`src/rtl/xbar_output_allocator_if.sv`:
```
// Handshake bundle between the input-port side and one output-port allocator.
// The master drives requests and credit returns; the allocator drives grant/status.
interface xbar_output_allocator_if;
  logic [4:0]  req;
  logic [14:0] flit_id;
  logic        credit_in;
  logic [4:0]  grant;
  logic [2:0]  xbar_sel;
  logic        fwd;
  logic [3:0]  credits;
  logic        busy;
  logic        timeout_err;

  modport master (
    output req, flit_id, credit_in,
    input  grant, xbar_sel, fwd, credits, busy, timeout_err
  );

  modport slave (
    input  req, flit_id, credit_in,
    output grant, xbar_sel, fwd, credits, busy, timeout_err
  );
endinterface

```
`src/rtl/xbar_output_allocator.sv`:
```
// Per-output-port allocator: round-robin header arbitration, packet lock until tail,
// downstream credit accounting and a watchdog that force-releases a stalled lock.
module xbar_output_allocator #(
  parameter int unsigned CREDITS = 4,
  parameter int unsigned TIMEOUT = 255
) (
  input logic                    clk,
  input logic                    rst,
  xbar_output_allocator_if.slave bus
);

  typedef enum logic {IDLE, LOCKED} state_t;

  localparam logic [3:0]  CRED_MAX = 4'(CREDITS);
  localparam logic [11:0] WD_LAST  = 12'(TIMEOUT - 1);

  state_t      state_q, state_d;
  logic [4:0]  grant_q, grant_d;
  logic [2:0]  sel_q, sel_d;
  logic [2:0]  ptr_q, ptr_d;
  logic [3:0]  cred_q, cred_d;
  logic [11:0] wd_q, wd_d;
  logic        tmo_q, tmo_d;

  logic [4:0]  cand;
  logic [4:0]  tail_vec;
  logic        found;
  logic [2:0]  win;
  logic        fwd;
  logic        tail_fwd;
  int unsigned idx;

  always_comb begin
    cand     = '0;
    tail_vec = '0;
    for (int unsigned i = 0; i < 5; i++) begin
      cand[i]     = bus.req[i] & bus.flit_id[3*i];
      tail_vec[i] = bus.flit_id[3*i+2];
    end
  end

  // First candidate at or after the pointer, wrapping 4 -> 0
  always_comb begin
    found = 1'b0;
    win   = '0;
    idx   = 0;
    for (int unsigned k = 0; k < 5; k++) begin
      idx = 32'(ptr_q) + k;
      if (idx >= 5) idx = idx - 5;
      if (!found && cand[idx]) begin
        found = 1'b1;
        win   = 3'(idx);
      end
    end
  end

  // grant_q is one-hot while locked, so masking selects the owner's signals
  assign fwd      = (state_q == LOCKED) && ((bus.req & grant_q) != '0) && (cred_q != '0);
  assign tail_fwd = fwd && ((tail_vec & grant_q) != '0);

  always_comb begin
    state_d = state_q;
    grant_d = grant_q;
    sel_d   = sel_q;
    ptr_d   = ptr_q;
    wd_d    = wd_q;
    tmo_d   = 1'b0;
    case (state_q)
      IDLE: begin
        wd_d = '0;
        if (found) begin
          state_d = LOCKED;
          grant_d = 5'b00001 << win;
          sel_d   = win;
        end
      end
      LOCKED: begin
        if (tail_fwd || (!fwd && wd_q == WD_LAST)) begin
          state_d = IDLE;
          grant_d = '0;
          sel_d   = 3'd7;
          ptr_d   = (sel_q == 3'd4) ? 3'd0 : sel_q + 3'd1;
          wd_d    = '0;
          tmo_d   = !tail_fwd;
        end else if (fwd) begin
          wd_d = '0;
        end else begin
          wd_d = wd_q + 12'd1;
        end
      end
      default: state_d = IDLE;
    endcase
  end

  always_comb begin
    cred_d = cred_q;
    if (fwd && !bus.credit_in)
      cred_d = cred_q - 4'd1;
    else if (bus.credit_in && !fwd && cred_q != CRED_MAX)
      cred_d = cred_q + 4'd1;
  end

  always_ff @(posedge clk) begin
    if (rst) begin
      state_q <= IDLE;
      grant_q <= '0;
      sel_q   <= 3'd7;
      ptr_q   <= '0;
      cred_q  <= CRED_MAX;
      wd_q    <= '0;
      tmo_q   <= 1'b0;
    end else begin
      state_q <= state_d;
      grant_q <= grant_d;
      sel_q   <= sel_d;
      ptr_q   <= ptr_d;
      cred_q  <= cred_d;
      wd_q    <= wd_d;
      tmo_q   <= tmo_d;
    end
  end

  assign bus.grant       = grant_q;
  assign bus.xbar_sel    = sel_q;
  assign bus.fwd         = fwd;
  assign bus.credits     = cred_q;
  assign bus.busy        = (state_q == LOCKED);
  assign bus.timeout_err = tmo_q;

endmodule

```
`src/flat_wrapper.sv`:
```
// flat-port wrapper written by rule: the top's interface ports become plain ports
module xbar_output_allocator_flat 
#(
  parameter int unsigned CREDITS = 4,
  parameter int unsigned TIMEOUT = 255
)
  (clk, rst, bus_req, bus_flit_id, bus_credit_in, bus_grant, bus_xbar_sel, bus_fwd, bus_credits, bus_busy, bus_timeout_err);
  xbar_output_allocator_if bus_i ();
  input logic clk;
  input logic rst;
  input wire logic [$bits(bus_i.req)-1:0] bus_req;
  input wire logic [$bits(bus_i.flit_id)-1:0] bus_flit_id;
  input wire logic [$bits(bus_i.credit_in)-1:0] bus_credit_in;
  output wire logic [$bits(bus_i.grant)-1:0] bus_grant;
  output wire logic [$bits(bus_i.xbar_sel)-1:0] bus_xbar_sel;
  output wire logic [$bits(bus_i.fwd)-1:0] bus_fwd;
  output wire logic [$bits(bus_i.credits)-1:0] bus_credits;
  output wire logic [$bits(bus_i.busy)-1:0] bus_busy;
  output wire logic [$bits(bus_i.timeout_err)-1:0] bus_timeout_err;
  assign bus_i.req = bus_req;
  assign bus_i.flit_id = bus_flit_id;
  assign bus_i.credit_in = bus_credit_in;
  assign bus_grant = bus_i.grant;
  assign bus_xbar_sel = bus_i.xbar_sel;
  assign bus_fwd = bus_i.fwd;
  assign bus_credits = bus_i.credits;
  assign bus_busy = bus_i.busy;
  assign bus_timeout_err = bus_i.timeout_err;
  xbar_output_allocator #(.CREDITS(CREDITS), .TIMEOUT(TIMEOUT)) u_core (.clk(clk), .rst(rst), .bus(bus_i));
endmodule
```
`config.mk`:
```
export PLATFORM = sky130hd
export DESIGN_NAME = xbar_output_allocator_flat
export DESIGN_NICKNAME = d
export VERILOG_FILES = /design/src/rtl/xbar_output_allocator_if.sv /design/src/rtl/xbar_output_allocator.sv /design/src/flat_wrapper.sv
export SDC_FILE = /design/constraint.sdc
export NUM_CORES = 1
export LEC_CHECK = 0
export BUFFER_PORTS_ARGS = -buffer_cell sky130_fd_sc_hd__buf_2
export CORE_ASPECT_RATIO = 1.75
export CORE_MARGIN = 3
export CORE_UTILIZATION = 59
export DETAILED_ROUTE_END_ITERATION = 8
export PLACE_DENSITY = 0.82
export SYNTH_ARGS = -nofsm -noshare
export SYNTH_HDL_FRONTEND = slang
export SYNTH_SLANG_ARGS = --single-unit
```
`constraint.sdc`:
```
create_clock -name clk -period 6.7 [get_ports clk]
set_clock_uncertainty 0.05 [all_clocks]
set_input_delay 0.335 -clock clk [delete_from_list [all_inputs] [get_ports clk]]
set_output_delay 0.335 -clock clk [all_outputs]
set_load 0.02 [all_outputs]
```
Word level (Yosys, flattened, before mapping)

Index checks and enable logic that the tools add are counted.

Add/sub/neg operators: 13
$lt $le $gt $ge: 10
Equal/unequal tests: 5
Shift operators: 1
Multiplexer cells: 40
Bitwise operators: 9
Reductions and logical operators: 26

Operators with widths:

| cell                  | number |
|---|---|
| $lt 32x4->1 const B   | 5 |
| $mux 32               | 5 |
| $ge 32x3->1 const B   | 4 |
| $sub 32x3->32 const B | 4 |
| $mux 12               | 2 |
| $mux 3                | 8 |
| $pmux 12 s2           | 1 |
| $bmux 1 s3            | 5 |
| $add 12x1->12 const B | 1 |
| $eq 12x8->1 const B   | 1 |
| $mux 1                | 12 |
| $logic_and 1x1->1     | 11 |
| $and 5x5->5           | 2 |
| $mux 5                | 2 |
| $pmux 5 s2            | 1 |
| $reduce_bool 5->1     | 2 |
| $add 3x2->4 const B   | 2 |
| $mux 4                | 2 |
| $logic_not 1->1       | 7 |
| $pmux 3 s2            | 1 |
| $and 1x1->1           | 5 |
| $shl 1x3->5 const A   | 1 |
| $add 3x1->4 const B   | 1 |
| $add 3x3->4 const B   | 1 |
| 16 further kinds      | 18 |

Register bits: 29
Input bits: 23
Output and inout port bits: 15
Word-level logic and storage cells: 111

Logic depth before layout (Yosys ltp)

Gate-level depths: netlist of run 1.

Depth after elaboration: 20
Depth in mapped cells: 14
Gate-level depth less buffers: 12

Worst setup path after synthesis of run 1

No wires, ideal clock.

Kind: reg2reg
From: reg u_core.ptr_q[0]
To: reg u_core.grant_q[0] (netlist: u_core.bus.grant[0])
Setup time: 87 ps
Arrival time: 3,756 ps
Data required time: 6,563 ps
Path slack: 2,807 ps
Cell stages (with the launch flop): 13
Path buffers: 1
Clock period less this slack: 3,893 ps
Path through: dfxtp_1 -> buf_2 -> clkinv_1 -> ha_1 -> ha_1 -> o21ba_2 -> or2_2 -> and4b_1 -> nor3_1 -> or4b_4 -> or4_4 -> o211a_1 -> o31ai_1

Cells in the longest elaborated chain, start to end: 20
Elaborated cells between the ends (all ways): 52
Those cells by class: add/sub (9); order compare (5); eq/ne (1); shift (1); mux (27); reduce/logical (9)

Ends and longest elaborated chain:

| item                                                   | RTL line                     | RTL |
|---|---|---|
| start: declaration                                     | xbar_output_allocator.sv:20  | `logic [2:0] ptr_q, ptr_d;` |
| start signal: assignment                               | xbar_output_allocator.sv:116 | `ptr_q <= ptr_d;` |
| branches (longest 20 deep; another with $sub 32x3->32) | n/a                          |  |
| end signal: assignment                                 | xbar_output_allocator.sv:114 | `grant_q <= grant_d;` |
| end: declaration                                       | xbar_output_allocator.sv:18  | `logic [4:0] grant_q, grant_d;` |

Several ways; the timed one is not identified. The select of a mux whose other input is x is not followed.
A chain may end at the register's enable or synchronous reset.

Worst setup path in the final report of run 1

From: reg u_core.ptr_q[0]
To: reg u_core.grant_q[3] (netlist: u_core.bus.grant[3])

Same word-level chain as after synthesis.

==> results.json, run 1 <==
{
  "synth-xor-area-share": 0.0591,
  "slowest_stage": "o41ai_2",
  "area_growth_pct": 11.0,
  "worstPathCellList": "clkinv_1, ha_1, ha_1, o21ba_2, or2_2, and4b_1, nor3_1, or4b_4, o41ai_2, or4_1, o31ai_1",
  "clk_pin_slew_worst_paths_ns": 0.06,
  "p_sw_frac": 0.350,
  "switchingPower_mw": 0.185,
  "num-nets-final": 386,
  "critPathRequiredTime_ns": 6.82,
  "cp_slowest_stage_delay_ns": 0.97,
  "die_w_um": 55.4,
  "endpoint_kind": "flip-flop",
  "cts_setup_buffers": 0,
  "worst_hold_path.endpoint": "u_core.bus.credits[3]",
  "async_reset_ff_frac": 0,
  "clock_power_share": 0.302,
  "post_cts_resized": 0,
  "synth_top_area_share": 0.230,
  "post-route-drc-count": 0,
  "synth-adder-area-share": 0.0854,
  "tightest_slew_ns": 1.06,
  "powerDensity_nw_per_um2": 189,
  "drt_iter0_drc": 158,
  "start_kind": "flip-flop",
  "cp_top_family": "simple AND/OR/NAND/NOR gates",
  "routabilityCongestion": 0.930,
  "root_buffer": "clkbuf_8",
  "synthesis.nets": 356,
  "drive_gt1_frac": 0.164,
  "reg2reg_from": "u_core.ptr_q[0]",
  "r2r_end": "u_core.bus.grant[3]",
  "dp_hpwl_um": 5520,
  "firstDrtPassIters": 4,
  "io_buffer_count": 32,
  "ys_seq_elements": 29,
  "hold-worst-slack_ns": 0.335,
  "synth_area_leaders": "dfxtp_1 23%, ha_1 7.0%, nand3_1 4.2%",
  "synth-simple-area-share": 0.278,
  "routed_wl_um": 7090,
  "cts_htree_levels": 2,
  "ioPinCount": 38,
  "period_minus_slack_ns": 5.49,
  "synthDistinctLibCells": 64,
  "vias_per_cell": 6.65,
  "cts_sinks": 29,
  "synth_top_family_by_area": "simple AND/OR/NAND/NOR gates",
  "grt_pass1_wl_um": 12000,
  "synthMuxAreaShare": 0.0551,
  "synthesis.area_um2": 2520,
  "tns_ns": 0,
  "hold_path_class": "primary input to flip-flop",
  "grt.overflow.total": 0,
  "crit_arrival_ns": 5.60,
  "intPower_mw": 0.343,
  "synth_top_cell_by_area": "dfxtp_1",
  "start_util": 0.633,
  "holdBufCountCts": 0,
  "cts_max_path_buffers": 2,
  "diodes": 0,
  "die_y_um": 92.5,
  "grt_use_total": 0.291,
  "coreArea_um2": 3980,
  "clk_latency_ns": 0.29,
  "hp-start": "rst",
  "num_vias": 2635,
  "grt_start_max_net_pins": 26,
  "p_leak_nw": 1.18,
  "period_share": 0.819,
  "die_area_um2": 5120,
  "synth_top_flop_cell": "dfxtp_1",
  "syn_avg_cell_area_um2": 7.95,
  "power.share.sequential": 0.397,
  "finalMaxSlewViolations": 0,
  "ir_drop_v": 0.000249,
  "cts_tree": "yes",
  "setup_violations": 0,
  "min_path_cells": 2,
  "ys_seq_area_frac": 0.230,
  "ys_warn_count": 0,
  "rsz0062_at_grt": "false",
  "synth_edf_count": 0,
  "finalHoldViolCount": 0,
  "fmax_mhz": 182,
  "path_buf_inv": 1,
  "slew-limit-headroom": 0.286,
  "r2r_cells": 11,
  "crit_type": "flip-flop to flip-flop",
  "synth_compound_area_frac": 0.249,
  "crit_top_cell": "ha_1",
  "rrSetupSlack_ns": 1.21,
  "grt_pass1_vias": 2600,
  "wl_per_cell_um": 17.9,
  "cap_violations": 0,
  "pwr-share-comb": 0.301,
  "path_max_fanout": 25,
  "num_rows": 30,
  "antenna_found_initial": 0,
  "syn_inst": 317,
  "ant_nets": 0,
  "status": "finished clean",
  "cts_buffers": 5
}
cell usage in the layout, fill, tap and decap left out, types with 3 or more instances in the layout:
master    synthesis  routed
xnor2_1           9       9
clkbuf_8          0       7
ha_1             14      14
inv_1            16      16
nor3_1           13      13
a21o_1            3       3
o21bai_1          3       3
nand3b_1          5       5
nand2_1          20      20
and2_1            5       5
o21ai_0          15      15
nor3b_1           3       3
and3_1            4       4
nor2_1           28      28
or2_2             3       3
nor4_1            4       4
xor2_1            8       8
buf_2             3      32
nor2b_1           4       4
mux2i_1           6       6
mux2_2            3       3
dfxtp_1          29      29
a21oi_1          13      13
nand3_1          21      21
o211ai_1          9       9
a221oi_1          3       3
nand2b_1          8       8
a211oi_1          7       7
o31ai_1           5       5
cell usage after synthesis (4+ instances only):
cell and number:
ha_1 14, dfxtp_1 29, o21ai_0 15, nor2_1 28
nor3_1 13, o211ai_1 9, and2_1 5, nand3_1 21
o31ai_1 5, nor4_1 4, a21oi_1 13, xor2_1 8
xnor2_1 9, nand2_1 20, mux2i_1 6, nand3b_1 5
nand2b_1 8, nor2b_1 4, inv_1 16, and3_1 4
a211oi_1 7
registers in the layout, indices dropped and copies added (netlist names):
name	count
u_core.bus.xbar_sel	3
u_core.bus.timeout_err	1
u_core.ptr_q	3
u_core.bus.busy	1
u_core.wd_q	12
u_core.bus.credits	4
u_core.bus.grant	5
layout make-up:
cell class | count | area (µm²)
multi-input combinational | 262 | 1830
fill | 357 | 1180
sequential | 29 | 581
timing repair buffer | 32 | 160
clock buffer | 7 | 96.3
inverter | 17 | 63.8
tap | 48 | 60.1
clock inverter | 1 | 5.00
worst register-to-register path: stages (launching register included):
cell      delay, ns
dfxtp_1        0.93
clkinv_1       0.58
ha_1           0.44
ha_1           0.36
o21ba_2        0.19
or2_2          0.33
and4b_1        0.24
nor3_1         0.32
or4b_4         0.56
o41ai_2        0.97
or4_1          0.31
o31ai_1        0.09
how the worst max path moves through the flow:
stage,endpoint,start,cells after the start,slack (ns)
final,u_core.bus.grant[3],u_core.ptr_q[0],11,1.21
after global routing,u_core.bus.grant[3],u_core.ptr_q[0],11,0.91
after CTS,u_core.bus.grant[0],u_core.ptr_q[0],11,1.28
after detailed placement,u_core.bus.grant[0],u_core.ptr_q[0],11,1.30
after global placement,u_core.bus.grant[1],u_core.ptr_q[0],11,1.47
after floorplan,u_core.bus.grant[0],u_core.ptr_q[0],12,2.81
power by group through the flow:
| stage | Sequential, mW | Combinational, mW | Clock (mW) |
|---|---|---|---|
| 5_1_grt | 0.212 | 0.177 | 0.169 |
| 3_5_place_dp | 0.212 | 0.157 | 0 |
| 6_report | 0.210 | 0.159 | 0.160 |
| 3_3_place_gp | 0.213 | 0.152 | 0 |
| 2_1_floorplan | 0.226 | 0.0969 | 0 |
| 4_1_cts | 0.209 | 0.158 | 0.162 |
per-stage QoR:
stage	std cells	power, mW	area, µm²	util	setup slack, ns
finish	396	0.528	2800	0.703	1.21
global placement	388	0.365	2700	0.677	1.47
CTS	396	0.530	2800	0.703	1.28
floorplan	317	0.323	2520	-	2.81
global route	396	0.558	2800	0.703	0.906
detailed placement	388	0.370	2700	0.677	1.30
cells by family after synthesis:
group / count (synthesis)
simple gates: 131
compound gates: 87
flops: 29
buf+inv: 26
xor+xnor: 17
fa+ha+maj: 16
mux: 11
metal layers:
layer | part of all wire | wire length (µm) | GRT usage
met5 | 0 | 0 | 0
met4 | 0.067 | 478 | 0.241
met3 | 0.050 | 357 | 0.0446
met2 | 0.52 | 3700 | 0.518
met1 | 0.36 | 2550 | 0.288
Note: power is estimated with default switching activity, not from simulation.
==> run 2, diff against run 1 <==
ABC_AREA = 1   (was unset)
CORE_UTILIZATION = 52   (was 59)
PLACE_DENSITY = 0.77   (was 0.82)
clock period = 5 ns   (was 6.7 ns; I/O delays follow)
==> run 2 against run 1 <==
  * Sequential power rose by 48%
  * Final cell count is 13% higher
  * Via count fell by 4.7%
  * Total power rose by 68%
  * Die area rose by 8.2%
  * Final area down 2.6%
  * Core utilization is 9.0 points lower
  * Highest routed layer unchanged
  * Critical path depth grew 8
  * Wire length is 14% lower
==> results.json, run 2 <==
{
  "die_y_um": 96.2,
  "post_cts_resized": 0,
  "path_max_fanout": 12,
  "synth_compound_area_frac": 0.149,
  "num_rows": 32,
  "synth_top_cell_by_area": "dfxtp_1",
  "routed_wl_um": 6110,
  "critPathRequiredTime_ns": 5.17,
  "syn_inst": 361,
  "diodes": 0,
  "synth-simple-area-share": 0.404,
  "synth_top_area_share": 0.240,
  "ys_seq_elements": 29,
  "final_common_cell": "nand2_1",
  "die_w_um": 57.6,
  "synthMuxAreaShare": 0,
  "tightest_slew_ns": 0.532,
  "area_growth_pct": 12.5,
  "drt_iter0_drc": 101,
  "tns_ns": 0,
  "final_area_um2": 2720,
  "placed_cell_area_um2": 2620,
  "syn_avg_cell_area_um2": 6.70,
  "cts_setup_buffers": 0,
  "synth_most_common_cell": "nand2_1",
  "r2r_end": "u_core.bus.grant[0]",
  "reg2reg_from": "u_core.ptr_q[0]",
  "post-route-drc-count": 0,
  "yosys-top-cells-count": "89 x nand2_1, 49 x inv_1, 35 x nand3_1, 29 x dfxtp_1, 23 x o21ai_0",
  "slew-limit-headroom": 0.645,
  "dp_hpwl_um": 4980,
  "vias_per_cell": 5.60,
  "ioPinCount": 38,
  "wl_per_cell_um": 13.6,
  "rrSetupSlack_ns": 1.85,
  "cap_violations": 0,
  "grt_start_max_net_pins": 13,
  "period_share": 0.631,
  "hold_path_class": "primary input to flip-flop",
  "fmax_mhz": 317,
  "synth_edf_count": 0,
  "powerDensity_nw_per_um2": 327,
  "finalMaxSlewViolations": 0,
  "rsz0062_at_grt": "false",
  "routabilityCongestion": 0.931,
  "start_util": 0.544,
  "status": "finished clean",
  "dp_cells": 440,
  "largest_register": "u_core.wd_q",
  "cts_max_path_buffers": 2,
  "grt.overflow.total": 0,
  "finalPower_mw": 0.890,
  "r2r_cells": 19,
  "synthDistinctLibCells": 37,
  "cts_buffers": 5,
  "drive_gt1_frac": 0.191,
  "final_cell_mix": "89 x nand2_1, 49 x inv_1, 35 x nand3_1",
  "coreArea_um2": 4440,
  "crit_type": "flip-flop to flip-flop",
  "firstDrtPassIters": 4,
  "synthesis.area_um2": 2420,
  "endpoint_kind": "flip-flop",
  "grt_use_total": 0.236,
  "synth_top_flop_cell": "dfxtp_1",
  "ant_nets": 0,
  "clk_pin_slew_worst_paths_ns": 0.06,
  "ys_warn_count": 0,
  "synth-adder-area-share": 0.0889,
  "num-nets-final": 435,
  "start_kind": "flip-flop",
  "synth_area_leaders": "dfxtp_1 24%, nand2_1 14%, inv_1 7.6%",
  "grt_pass1_wl_um": 10300,
  "synth_top_family_by_area": "simple AND/OR/NAND/NOR gates",
  "cts_tree": "yes",
  "clk_latency_ns": 0.28,
  "cts_htree_levels": 2,
  "fin_cells": 448,
  "die_area_um2": 5540,
  "ys_seq_area_frac": 0.240,
  "grt_pass1_vias": 2361,
  "synth-xor-area-share": 0.0217,
  "antenna_found_initial": 0,
  "synthesis.nets": 400,
  "crit_arrival_ns": 3.32,
  "finalHoldViolCount": 0,
  "hold-worst-slack_ns": 0.211,
  "min_path_cells": 2,
  "setup_violations": 0,
  "period_minus_slack_ns": 3.15,
  "ir_drop_v": 0.000294,
  "cts_sinks": 29,
  "io_buffer_count": 32,
  "largest_reg_flops": 12,
  "p_leak_nw": 1.33,
  "holdBufCountCts": 0,
  "async_reset_ff_frac": 0,
  "worst_hold_path.endpoint": "u_core.bus.grant[3]",
  "root_buffer": "clkbuf_8",
  "hp-start": "rst",
  "num_vias": 2511
}
[run 2: cell types whose count changed after synthesis, sizes merged, moves of 13 or more]
cell and delta:
nand4 +18, nand2 +82, inv +37, o21ai +13, nand3 +21
[run 2: metrics by stage]
step	worst slack (ns)	util
after detailed placement	1.86	0.590
after floorplan	2.39	-
after CTS	1.84	0.613
after global placement	1.92	0.590
after global routing	1.55	0.613
final	1.85	0.613
[run 2: cell type report]
class | instances | area, µm²
fill | 441 | 1720
timing repair buffer | 32 | 160
multi-input combinational | 274 | 1610
clock buffer | 7 | 96.3
inverter | 54 | 210
clock inverter | 1 | 5.00
sequential | 29 | 581
tap | 51 | 63.8
[run 2: how the worst max path moves through the flow]
stage,startpoint,to,cells past startpoint
global placement,u_core.ptr_q[0],u_core.bus.grant[0],17
finish,u_core.ptr_q[0],u_core.bus.grant[0],19
floorplan,u_core.ptr_q[0],u_core.bus.grant[2],21
global route,u_core.ptr_q[0],u_core.bus.grant[0],20
CTS,u_core.ptr_q[0],u_core.bus.grant[0],17
detailed placement,u_core.ptr_q[0],u_core.bus.grant[1],17
[run 2: metal layers]
| layer | track usage | up-vias | part of all wire |
|---|---|---|---|
| li1 | - | 1271 | - |
| met3 | 0.0336 | 21 | 0.034 |
| met1 | 0.226 | 1161 | 0.36 |
| met2 | 0.471 | 58 | 0.56 |
| met4 | 0.118 | 0 | 0.039 |
| met5 | 0 | - | 0 |
[run 2: critical path, stage by stage (launching register included)]
cell	delay, ns
dfxtp_1	0.47
inv_4	0.20
ha_1	0.16
inv_1	0.05
fa_1	0.38
inv_1	0.12
nand2_2	0.11
o21ai_1	0.26
nand3_1	0.11
nand2_1	0.07
nand2_1	0.06
nand2_1	0.23
inv_1	0.07
nand4_1	0.10
nand3_1	0.09
nand2_1	0.07
nand2_1	0.09
nor2_1	0.19
nand2_1	0.10
a21oi_2	0.11
[run 2: where the power goes]
group / leakage, nW / total (mW) / internal (mW) / switching, mW
combinational: 1.04 / 0.368 / 0.125 / 0.243
clock: 0.0542 / 0.211 / 0.124 / 0.0870
sequential: 0.236 / 0.311 / 0.267 / 0.0439
total: 1.33 / 0.890 / 0.516 / 0.374
[run 2: logic make-up after synthesis]
logic type | count (synthesis)
AO/OA/AOI/OAI | 57
XOR/XNOR | 6
adder cells (fa/ha/maj) | 16
buffers and inverters | 58
flip-flops | 29
AND/OR/NAND/NOR | 195
